<file path="src/rtl/cpu_clk_en_gen.sv">
// CPU clock-enable generator: synchronises the step button and mode switches,
// debounces the button and emits a one-cycle cpu_ce per CPU step.
module cpu_clk_en_gen #(
  parameter int unsigned DIV_SLOW   = 6000000,
  parameter int unsigned DIV_FAST   = 600000,
  parameter int unsigned DEB_CYCLES = 120000
) (
  input  logic        clk,
  input  logic        nrst,
  input  logic        clk_btn,
  input  logic [1:0]  clk_sel,
  output logic        cpu_ce,
  output logic [1:0]  mode,
  output logic [15:0] ce_count
);

  localparam int unsigned DEB_W = (DEB_CYCLES < 2) ? 1 : $clog2(DEB_CYCLES + 1);
  localparam logic [DEB_W-1:0] DEB_LAST  = DEB_W'(DEB_CYCLES - 1);
  localparam logic [23:0]      SLOW_LAST = 24'(DIV_SLOW - 1);
  localparam logic [23:0]      FAST_LAST = 24'(DIV_FAST - 1);

  typedef enum logic [1:0] {
    MODE_STEP = 2'b00,
    MODE_SLOW = 2'b01,
    MODE_FAST = 2'b10,
    MODE_FULL = 2'b11
  } mode_e;

  logic             btn_s1_q, btn_s1_d;
  logic             btn_s2_q, btn_s2_d;
  logic [1:0]       sel_s1_q, sel_s1_d;
  logic [1:0]       sel_s2_q, sel_s2_d;
  logic             deb_q, deb_d;
  logic [DEB_W-1:0] deb_cnt_q, deb_cnt_d;
  logic             deb_prev_q, deb_prev_d;
  logic             step_req_q, step_req_d;
  mode_e            mode_q, mode_d;
  logic [23:0]      div_q, div_d;
  logic             tick;
  logic             cpu_ce_q, cpu_ce_d;
  logic [15:0]      ce_count_q, ce_count_d;

  always_comb begin
    btn_s1_d = clk_btn;
    btn_s2_d = btn_s1_q;
    sel_s1_d = clk_sel;
    sel_s2_d = sel_s1_q;

    // Any cycle where the synchronised level agrees with the debounced one restarts the hold window.
    deb_d     = deb_q;
    deb_cnt_d = '0;
    if (btn_s2_q != deb_q) begin
      if (deb_cnt_q == DEB_LAST) begin
        deb_d = btn_s2_q;
      end else begin
        deb_cnt_d = deb_cnt_q + DEB_W'(1);
      end
    end

    deb_prev_d = deb_q;
    step_req_d = deb_prev_q & ~deb_q;

    mode_d   = mode_q;
    div_d    = '0;
    tick     = 1'b0;
    cpu_ce_d = 1'b0;
    unique case (mode_q)
      MODE_STEP: cpu_ce_d = step_req_q;
      MODE_SLOW: begin
        tick     = (div_q == SLOW_LAST);
        div_d    = tick ? '0 : div_q + 24'd1;
        cpu_ce_d = tick;
      end
      MODE_FAST: begin
        tick     = (div_q == FAST_LAST);
        div_d    = tick ? '0 : div_q + 24'd1;
        cpu_ce_d = tick;
      end
      MODE_FULL: cpu_ce_d = 1'b1;
      default:   cpu_ce_d = 1'b0;
    endcase

    // A mode change suppresses this cycle's enable, so a coincident step or tick is dropped.
    if (mode_e'(sel_s2_q) != mode_q) begin
      mode_d   = mode_e'(sel_s2_q);
      div_d    = '0;
      cpu_ce_d = 1'b0;
    end

    ce_count_d = ce_count_q + 16'(cpu_ce_q);
  end

  always_ff @(posedge clk or negedge nrst) begin
    if (!nrst) begin
      btn_s1_q   <= 1'b1;
      btn_s2_q   <= 1'b1;
      sel_s1_q   <= '0;
      sel_s2_q   <= '0;
      deb_q      <= 1'b1;
      deb_cnt_q  <= '0;
      deb_prev_q <= 1'b1;
      step_req_q <= 1'b0;
      mode_q     <= MODE_STEP;
      div_q      <= '0;
      cpu_ce_q   <= 1'b0;
      ce_count_q <= '0;
    end else begin
      btn_s1_q   <= btn_s1_d;
      btn_s2_q   <= btn_s2_d;
      sel_s1_q   <= sel_s1_d;
      sel_s2_q   <= sel_s2_d;
      deb_q      <= deb_d;
      deb_cnt_q  <= deb_cnt_d;
      deb_prev_q <= deb_prev_d;
      step_req_q <= step_req_d;
      mode_q     <= mode_d;
      div_q      <= div_d;
      cpu_ce_q   <= cpu_ce_d;
      ce_count_q <= ce_count_d;
    end
  end

  assign cpu_ce   = cpu_ce_q;
  assign mode     = mode_q;
  assign ce_count = ce_count_q;

endmodule

</file>
<file path="config.mk">
export PLATFORM = sky130hd
export DESIGN_NAME = cpu_clk_en_gen
export DESIGN_NICKNAME = d
export VERILOG_FILES = /design/src/rtl/cpu_clk_en_gen.sv
export SDC_FILE = /design/constraint.sdc
export NUM_CORES = 1
export LEC_CHECK = 0
export BUFFER_PORTS_ARGS = -buffer_cell sky130_fd_sc_hd__buf_2
export CAP_MARGIN = 10
export CORE_AREA = 10 10 126 82
export CTS_BUF_LIST = sky130_fd_sc_hd__clkbuf_16
export CTS_CLUSTER_SIZE = 10
export DETAILED_ROUTE_END_ITERATION = 8
export DIE_AREA = 0 0 136 92
export MAX_ROUTING_LAYER = met4
export SYNTH_ARGS = -nofsm -noshare
export SYNTH_HDL_FRONTEND = slang
export SYNTH_SLANG_ARGS = --single-unit
</file>
<file path="constraint.sdc">
create_clock -name clk -period 6.09 [get_ports clk]
set_input_delay 1.218 -clock clk [delete_from_list [all_inputs] [get_ports clk]]
set_output_delay 1.218 -clock clk [all_outputs]
set_load 0.005 [all_outputs]
</file>
==> results of run 1 <==
## routing by layer
metal / track usage / up-vias / part of all wire / wire [um]
met5: - / - / 0 / 0
met4: 0.03622 / 0 / 0.011 / 76
met3: 0.04303 / 12 / 0.083 / 577
met2: 0.1407 / 84 / 0.38 / 2643
met1: 0.1803 / 1165 / 0.53 / 3668
li1: - / 1194 / - / -
## critical path, stage by stage (launching register included)
cell and delay (ps):
dfrtp_1 390, ha_1 220, and4_1 350, nand3_1 150, o21ai_1 870, o21ba_2 270
## synth_stat cells, drive strengths merged (5+ instances only)
cell type / n / area share
inv: 10 / 0.011
o31ai: 5 / 0.011
xor2: 20 / 0.053
dfrtp: 65 / 0.49
xnor2: 22 / 0.058
or4: 8 / 0.019
nand2: 18 / 0.020
a21oi: 16 / 0.024
nand3: 25 / 0.038
nor2: 22 / 0.025
nand4: 15 / 0.033
clkbuf: 8 / 0.0090
o21ai: 8 / 0.012
ha: 8 / 0.030
or3: 7 / 0.013
a22oi: 9 / 0.023
nor3: 7 / 0.011
## state kept, by name, summed over array words and instances (netlist names), 2 cells and up
signal     flops
mode           2
div_q         24
sel_s1_q       2
deb_cnt_q     17
ce_count      16
sel_s2_q       2
## kinds of logic after synthesis
| family | Yosys count | share of synthesized area |
|---|---|---|
| and+or+nand+nor | 127 | 0.2173 |
| buffers and inverters | 22 | 0.02637 |
| DFF | 69 | 0.5213 |
| AOI/OAI and AO/OA | 46 | 0.09078 |
| adders and majority gates | 8 | 0.03013 |
| xor gates and xnor gates | 42 | 0.1107 |
| muxes | 1 | 0.003390 |
## report_power, final
| group | internal [mW] | switching (mW) | leakage, nW |
|---|---|---|---|
| Sequential | 0.478 | 0.0181 | 0.927 |
| Combinational | 0.0231 | 0.0317 | 0.522 |
| Clock | 0.360 | 0.202 | 0.158 |
## layout by cell type, fill, tap and decap left out, types with 2 or more instances in the layout
master / Yosys / layout
a21oi_1: 16 / 16
a22oi_1: 7 / 7
inv_1: 10 / 10
nor4b_1: 4 / 4
xor2_1: 20 / 20
buf_2: 4 / 23
nor4bb_1: 3 / 3
ha_1: 8 / 8
and2_1: 4 / 4
o31ai_1: 5 / 5
nor2_1: 22 / 22
nor4_1: 3 / 3
nor3_1: 7 / 7
or4_1: 7 / 7
xnor2_1: 22 / 22
bufinv_16: 0 / 2
dfstp_2: 4 / 4
clkbuf_16: 0 / 9
or3_1: 7 / 7
and3_1: 4 / 4
buf_4: 0 / 3
nand3_1: 25 / 25
clkinv_4: 0 / 3
nand4_1: 14 / 14
nand2_1: 18 / 18
o21ai_0: 7 / 7
and4_1: 3 / 3
a22oi_2: 2 / 2
dfrtp_1: 65 / 65
## area by class of cell
| type | count | share of cell area |
|---|---|---|
| flip-flops and latches | 69 | 0.4462 |
| repair buffers | 26 | 0.03546 |
| clock buffers | 9 | 0.05803 |
| clock inverters | 7 | 0.02547 |
| well taps | 112 | 0.03611 |
| multi-input cells | 224 | 0.3891 |
| inverters | 10 | 0.009671 |
## how the worst max path moves through the flow
stage / endpoint / slack [ps] / depth (start not counted)
2_1_floorplan: div_q[16]$_DFF_PN0_ / 4150 / 6
3_3_place_gp: deb_cnt_q[16]$_DFF_PN0_ / 3880 / 5
3_5_place_dp: deb_cnt_q[16]$_DFF_PN0_ / 3810 / 5
4_1_cts: deb_cnt_q[16]$_DFF_PN0_ / 3750 / 5
5_1_grt: deb_cnt_q[16]$_DFF_PN0_ / 3500 / 5
6_report: deb_cnt_q[16]$_DFF_PN0_ / 3730 / 5
==> out/results.ini, run 1 <==
[status]
run_status=finished, final reports clean

[global_routing]
overflow=0
grt_pass1_vias=2273
grt_pass1_wl_um=11810
grtUsageTotal=0.1198
antenna_found_initial=0
grt_max_degree=70

[cells_and_area]
syn2layout_area_growth_pct=16.84
fillCellCount=754
postLayoutCoreUtil=0.4753
layout.cells.non_filler=457
drive_gt1_frac=0.1565
seq_area_mm2=0.001732
multi_input_area_mm2=0.001510
n_antenna_cell=0
final_area_mm2=0.003881
nets=353

[synth]
synthesis.yosys.warnings=0
ys.flop_type=dfrtp_1
ys_types=42
syn_nets=328
ys_seq_area_frac=0.5213
postSynthAreaPerCell_um2=10.55
synth_seq_cells=69
synth_edf_count=0
async_flop_share=1.000
netlist_area_mm2=0.003322
synthCells=315

[critical_path]
endpoint_kind=flop
reg2regPathDepth=5
startpoint_type=flop
crit_type=flop to flop
cp_max_fo=16
r2r-start=deb_cnt_q[0]$_DFF_PN0_
startpoint=deb_cnt_q[0]$_DFF_PN0_
r2r-end=deb_cnt_q[16]$_DFF_PN0_
required_ps=6310
arrival_ps=2580
worst-r2r-setup-slack_ps=3730

[placement]
port_buffers=23
place_ws_ps=3805
placedCellCount=441
placed_area_mm2=0.003557
hpwlAfterDp_um=4732
place_congestion=0.8498

[clocking]
cts.sinks=69
cts_buffer_depth=2
cts-hold-fix-buffers=0
clk_pin_slew_ps=60
cts_setup_buffers=0
h-tree-depth=3
cts_made_buffers=9
cts_tree=done
root_buffer=clkbuf_16
clock_latency_ps=330
cts_resized=0

[drt]
antenna_left=0
wirelength_um=6966
wire_per_inst_um=15.24
route.detailed.drc=0
drt-initial-drc-count=284
viasPerCell=5.372
vias=2455
dr.pass1.iters=4

[timing]
whs_ps=349.0
drv_slew=0
fmax_mhz=424.0
fin_crit_ps=2358
setup_viol=0
rsz0062_at_grt=false
finalSetupTns_ps=0
setup_ws_ps=3732
skew_ps=3.162
max_slew_margin=0.2745
hold_viol=0
worstMarginPinSlew_ps=1081
fin_crit_sh=0.3872

[hold_path]
worstHoldStart=sel_s1_q[0]$_DFF_PN0_
worstHoldPathType=flop to flop
min_path_cells=0
hold_end=sel_s2_q[0]$_DFF_PN0_

[floorplanning]
core_area_mm2=0.008165
num_rows=26
dieArea_mm2=0.01251
die-width_um=136
start_util=0.4068
die_h_um=92
io_pins=24

[power]
p_per_area_mw_per_mm2=287.0
ir_drop_mv=0.1435
p_total_mw=1.114
leakagePower_nw=1.606

[flow_run]
cap_violations=0

Power figures use the tool's default switching activity.
==> run 2: changes to the inputs <==
- clock period: 6.09 -> 2.15 ns (I/O delays scaled with it)
==> run 2 against run 1 <==
Sequential power rose to 2.8 times the previous value; cell area up 1.2%; clock skew up 5.2 ps; clock-buffer cell count unchanged; core utilization up 0.57 points; first-iteration DRC count down 23%; non-clock buffer count up 13; sequential share of layout area down 0.49 points; sequential cell count unchanged; die area unchanged; global-route usage up 0.84 points; critical path type unchanged; highest routed layer unchanged.
==> out/results.ini, run 2 (same netlist as run 1, synthesis figures left out) <==
[timing]
setup_viol=0
fmax_mhz=507.9
skew_ps=8.382
hold_viol=0
fin_crit_sh=0.9158
fin_crit_ps=1969
max_slew_margin=0.4818
worstMarginPinSlew_ps=777.2
finalSetupTns_ps=0
rsz0062_at_grt=false
drv_slew=0

[cells_and_area]
drive_gt1_frac=0.1899
top_register=div_q
layout.cells.non_filler=470
final_area_mm2=0.003928
syn2layout_area_growth_pct=18.23
final_cell_mix=dfrtp_1 (64), nand3_1 (25), buf_2 (23), xnor2_1 (22), nor2_1 (22)
n_antenna_cell=0
nets=366
largest_reg_flops=24
final_common_cell=dfrtp_1

[critical_path]
path_buf_inv=0
path_depth=5
cp_max_fo=6
startpoint=div_q[1]$_DFF_PN0_
endpoint_kind=flop
cpLargestDelayFamily=simple AND/OR/NAND/NOR gates
r2r-end=cpu_ce$_DFF_PN0_
critPathMaxStageDelay_ps=550
startpoint_type=flop
crit_type=flop to flop
cp_cell_sequence=ha_2 -> and2_1 -> nand4_1 -> or4_1 -> a21oi_1
endpoint=cpu_ce$_DFF_PN0_
r2r-start=div_q[1]$_DFF_PN0_
arrival_ps=2200
reg2regPathDepth=5
worst-r2r-setup-slack_ps=180
cp_slowest_cell=or4_1
required_ps=2390

[drt]
wirelength_um=7183
antenna_left=0
wire_per_inst_um=15.28
viasPerCell=5.264
dr.pass1.iters=4
route.detailed.drc=0
vias=2474
drt-initial-drc-count=218

[global_routing]
grt_pass1_wl_um=12570
grtUsageTotal=0.1282
antenna_found_initial=0
grt_pass1_vias=2442
grt_max_degree=34
overflow=0

[placement]
port_buffers=23
placedCellCount=454
hpwlAfterDp_um=5173
placed_area_mm2=0.003655
place_congestion=0.8353

[clocking]
cts_buffer_depth=2
cts_tree=done
cts.sinks=69
h-tree-depth=3
root_buffer=clkbuf_16
clock_latency_ps=340
cts_made_buffers=9
clk_pin_slew_ps=60

[status]
run_status=finished, final reports clean

[floorplanning]
die_h_um=92
start_util=0.4068
die-width_um=136
core_area_mm2=0.008165
num_rows=26
dieArea_mm2=0.01251
io_pins=24

[hold_path]
worstHoldPathType=primary input to asynchronous set/reset pin

[power]
p_per_area_mw_per_mm2=735.8
ir_drop_mv=0.3633
leakagePower_nw=1.634

[flow_run]
cap_violations=0

[run 2: changes by cell type in the layout (fill, tap and decap cells not counted), moves of 2 or more]
cell        delta
buf_4         +13
clkinvlp_4     +3
bufinv_16      -2
clkinv_4       -2
[run 2: area by class of cell]
cell class / instances / area, um^2
timing repair buffer: 39 / 235.2
fill: 743 / 4238
clock inverter: 7 / 43.79
multi-input combinational: 224 / 1513
inverter: 10 / 37.54
tap: 112 / 140.1
sequential: 69 / 1733
clock buffer: 9 / 225.2
[run 2: worst reg2reg max path, cell delays in order (launching register included)]
cell,delay [ps]
dfrtp_1,430
ha_2,250
and2_1,200
nand4_1,240
or4_1,550
a21oi_1,200
[run 2: metrics by stage]
stage	setup WS (ps)	hold slack (ps)	utilization	total power, mW
2_1_floorplan	205.6	134.4	-	1.491
3_3_place_gp	240.2	335.3	0.4476	1.592
3_5_place_dp	180.6	346.8	0.4476	1.600
4_1_cts	152.5	187.0	0.4805	2.932
5_1_grt	5.695	181.2	0.4810	3.030
6_report	181.1	176.1	0.4810	2.890
[run 2: worst min path at each step]
stage | end | cells past startpoint
2_1_floorplan | ce_count[0]$_DFF_PN0_ | 0
3_3_place_gp | sel_s2_q[0]$_DFF_PN0_ | 0
3_5_place_dp | btn_s2_q$_DFF_PN1_ | 0
4_1_cts | btn_s1_q$_DFF_PN1_ | 1
5_1_grt | btn_s1_q$_DFF_PN1_ | 1
6_report | div_q[19]$_DFF_PN0_ | 1
[run 2: repair_timing]
| item | 4_1_cts | 5_1_grt |
|---|---|---|
| endpoints found under the setup margin | 0 | 24 |
| resized for setup | 0 | 2 |
| hold buffers | 0 | 0 |
| setup buffers | 0 | 0 |
[run 2: metal layers]
layer  part of all wire  vias up  GRT usage
met1               0.53     1193     0.1871
li1                   -     1214          -
met3              0.073        8    0.05174
met5                  0        -          -
met2               0.39       59     0.1528
met4             0.0088        0    0.03975
[run 2: power breakdown]
part / switching [mW] / internal, mW
Combinational: 0.0923 / 0.0718
Sequential: 0.0513 / 1.36
Clock: 0.549 / 0.770
==> run 3: changes to the inputs <==
- CORE_AREA: 10 10 126 82 -> 10 10 87 119
- DIE_AREA: 0 0 136 92 -> 0 0 97 129
- SETUP_SLACK_MARGIN: not set -> 0.1
==> run 3 against run 2 <==
Global-route usage down 1.4 points; register-to-register slack better by 30 ps; hold slack got worse by 62 ps; non-clock buffer count shrank 6; sequential cell count did not move; cell area shrank 0.38%; largest power group is now the clock network.
==> out/results.ini, run 3 (same netlist as run 1, synthesis figures left out) <==
[drt]
dr.pass1.iters=5
wl_met3_um=207
viasPerCell=5.485
route.detailed.drc=0
dr_wl_met2_um=3669
wirelength_um=6835
antenna_left=0
wire_per_inst_um=15.06
vias=2490
routed.top_layer=met4
drt-initial-drc-count=148
drt-met1-wl_um=2826

[power]
ir_drop_mv=0.5588
p_seq_frac=0.461
switching_share=0.2358
power.internal_mw=2.330
leakagePower_nw=1.637
pwr-share-comb=0.054
p_per_area_mw_per_mm2=779.2
power.share.clock=0.485
power.switching_mw=0.7188

[floorplanning]
start_util=0.4076
dieArea_mm2=0.01251
die_h_um=129
num_rows=39
io_pins=24
core_area_mm2=0.008149
die-width_um=97

[cells_and_area]
nets=360
largest_reg_flops=24
syn2layout_area_growth_pct=17.78
seq_area_mm2=0.001732
final_cell_mix=dfrtp_1 (65), nand3_1 (25), buf_2 (23), xnor2_1 (22), nor2_1 (22)
drive_gt1_frac=0.1761
final_common_cell=dfrtp_1
postLayoutCoreUtil=0.4801
top_register=div_q
fillCellCount=745
final_area_mm2=0.003913
multi_input_area_mm2=0.001510
n_antenna_cell=0

[timing]
worstMarginPinSlew_ps=458.3
max_slew_margin=0.6921
fin_crit_sh=0.9020
hold_viol=0
finalSetupTns_ps=0
fin_crit_ps=1939
fmax_mhz=515.7
setup_viol=0
skew_ps=5.934
rsz0062_at_grt=false
drv_slew=0

[placement]
hpwlAfterDp_um=4774
placed_area_mm2=0.003610
port_buffers=23
place_congestion=0.8677

[critical_path]
path_buf_inv=0
cp_slowest_cell=or4_1
crit_type=flop to flop
critPathMaxStageDelay_ps=630
endpoint_kind=flop
arrival_ps=2180
cp_max_fo=9
required_ps=2390
startpoint_type=flop
cpLargestDelayFamily=simple AND/OR/NAND/NOR gates
cp_cell_sequence=nand4_4 -> or4_1 -> or3_1 -> a22oi_1

[clocking]
clk_pin_slew_ps=60
cts-hold-fix-buffers=0
cts_made_buffers=9
cts_tree=done
h-tree-depth=3
cts.sinks=69
cts_buffer_depth=2
clock_latency_ps=330
root_buffer=clkbuf_16

[global_routing]
grtUsageTotal=0.1137
grt_max_degree=70
grt_pass1_vias=2527
antenna_found_initial=0
overflow=0
grt_pass1_wl_um=11680

[hold_path]
worstHoldPathType=primary input to asynchronous set/reset pin

[flow_run]
cap_violations=0

[status]
run_status=finished, final reports clean

==> run 3: cell types whose count changed in the layout (fill, tap and decap cells not counted), sizes merged <==
cell	before	now
buf	39	33
bufinv	0	1
inv	11	12
clkinvlp	3	1
==> run 3: path summary, 6_finish.rpt <==
path,start,endpoint,slack [ps],cells after the start
max reg2reg,div_q[6]$_DFF_PN0_,div_q[21]$_DFF_PN0_,210,4
min reg2reg,sel_s1_q[1]$_DFF_PN0_,sel_s2_q[1]$_DFF_PN0_,350,0
max,div_q[6]$_DFF_PN0_,div_q[21]$_DFF_PN0_,210,4
min in group clk,clk_btn,btn_s1_q$_DFF_PN1_,200,1
max in group asynchronous,nrst,deb_prev_q$_DFF_PN1_,1710,2
min,nrst,sel_s1_q[0]$_DFF_PN0_,110,2
==> run 3: what timing repair did <==
item | CTS | global route
buffers inserted | 0 | 0
resized for setup | 0 | 1
setup endpoints to repair | 0 | 23
==> run 3: power by group through the flow <==
stage                     sequential, mW  combinational, mW  clock [mW]
after floorplan                     1.43             0.0623           0
after global placement              1.43              0.168           0
after detailed placement            1.43              0.172           0
after CTS                           1.41              0.173        1.51
after global routing                1.42              0.190        1.57
final                               1.41              0.164        1.48
==> run 3: final cells by class <==
| type | instances | area share |
|---|---|---|
| Timing Repair Buffer | 33 | 0.05277 |
| Inverter | 10 | 0.009594 |
| Sequential cell | 69 | 0.4426 |
| Clock inverter | 7 | 0.01887 |
| Clock buffer | 9 | 0.05756 |
| Tap cell | 102 | 0.03262 |
| Multi-Input combinational cell | 224 | 0.3860 |
==> run 3: metal layers <==
metal / vias up / track usage
met5: - / -
met2: 36 / 0.2003
met1: 1244 / 0.1188
met4: 0 / 0.05570
li1: 1195 / -
met3: 15 / 0.02303
==> run 3: through the flow <==
stage / setup WS, ps / hold WS [ps] / power, mW / cells
after floorplan: 205.6 / 134.4 / 1.491 / 315
after global placement: 239.7 / 335.6 / 1.594 / 438
after detailed placement: 169.4 / 339.5 / 1.602 / 438
after CTS: 158.7 / 128.3 / 3.094 / 454
after global routing: 103.8 / 135.1 / 3.174 / 454
final: 210.8 / 113.8 / 3.048 / 454
==> run 3: worst register-to-register path, delay by kind of cell, from the launching register on <==
family	cells	cell delay, ps
AOI/OAI and AO/OA	1	160
DFF	1	490
and+or+nand+nor	3	1200
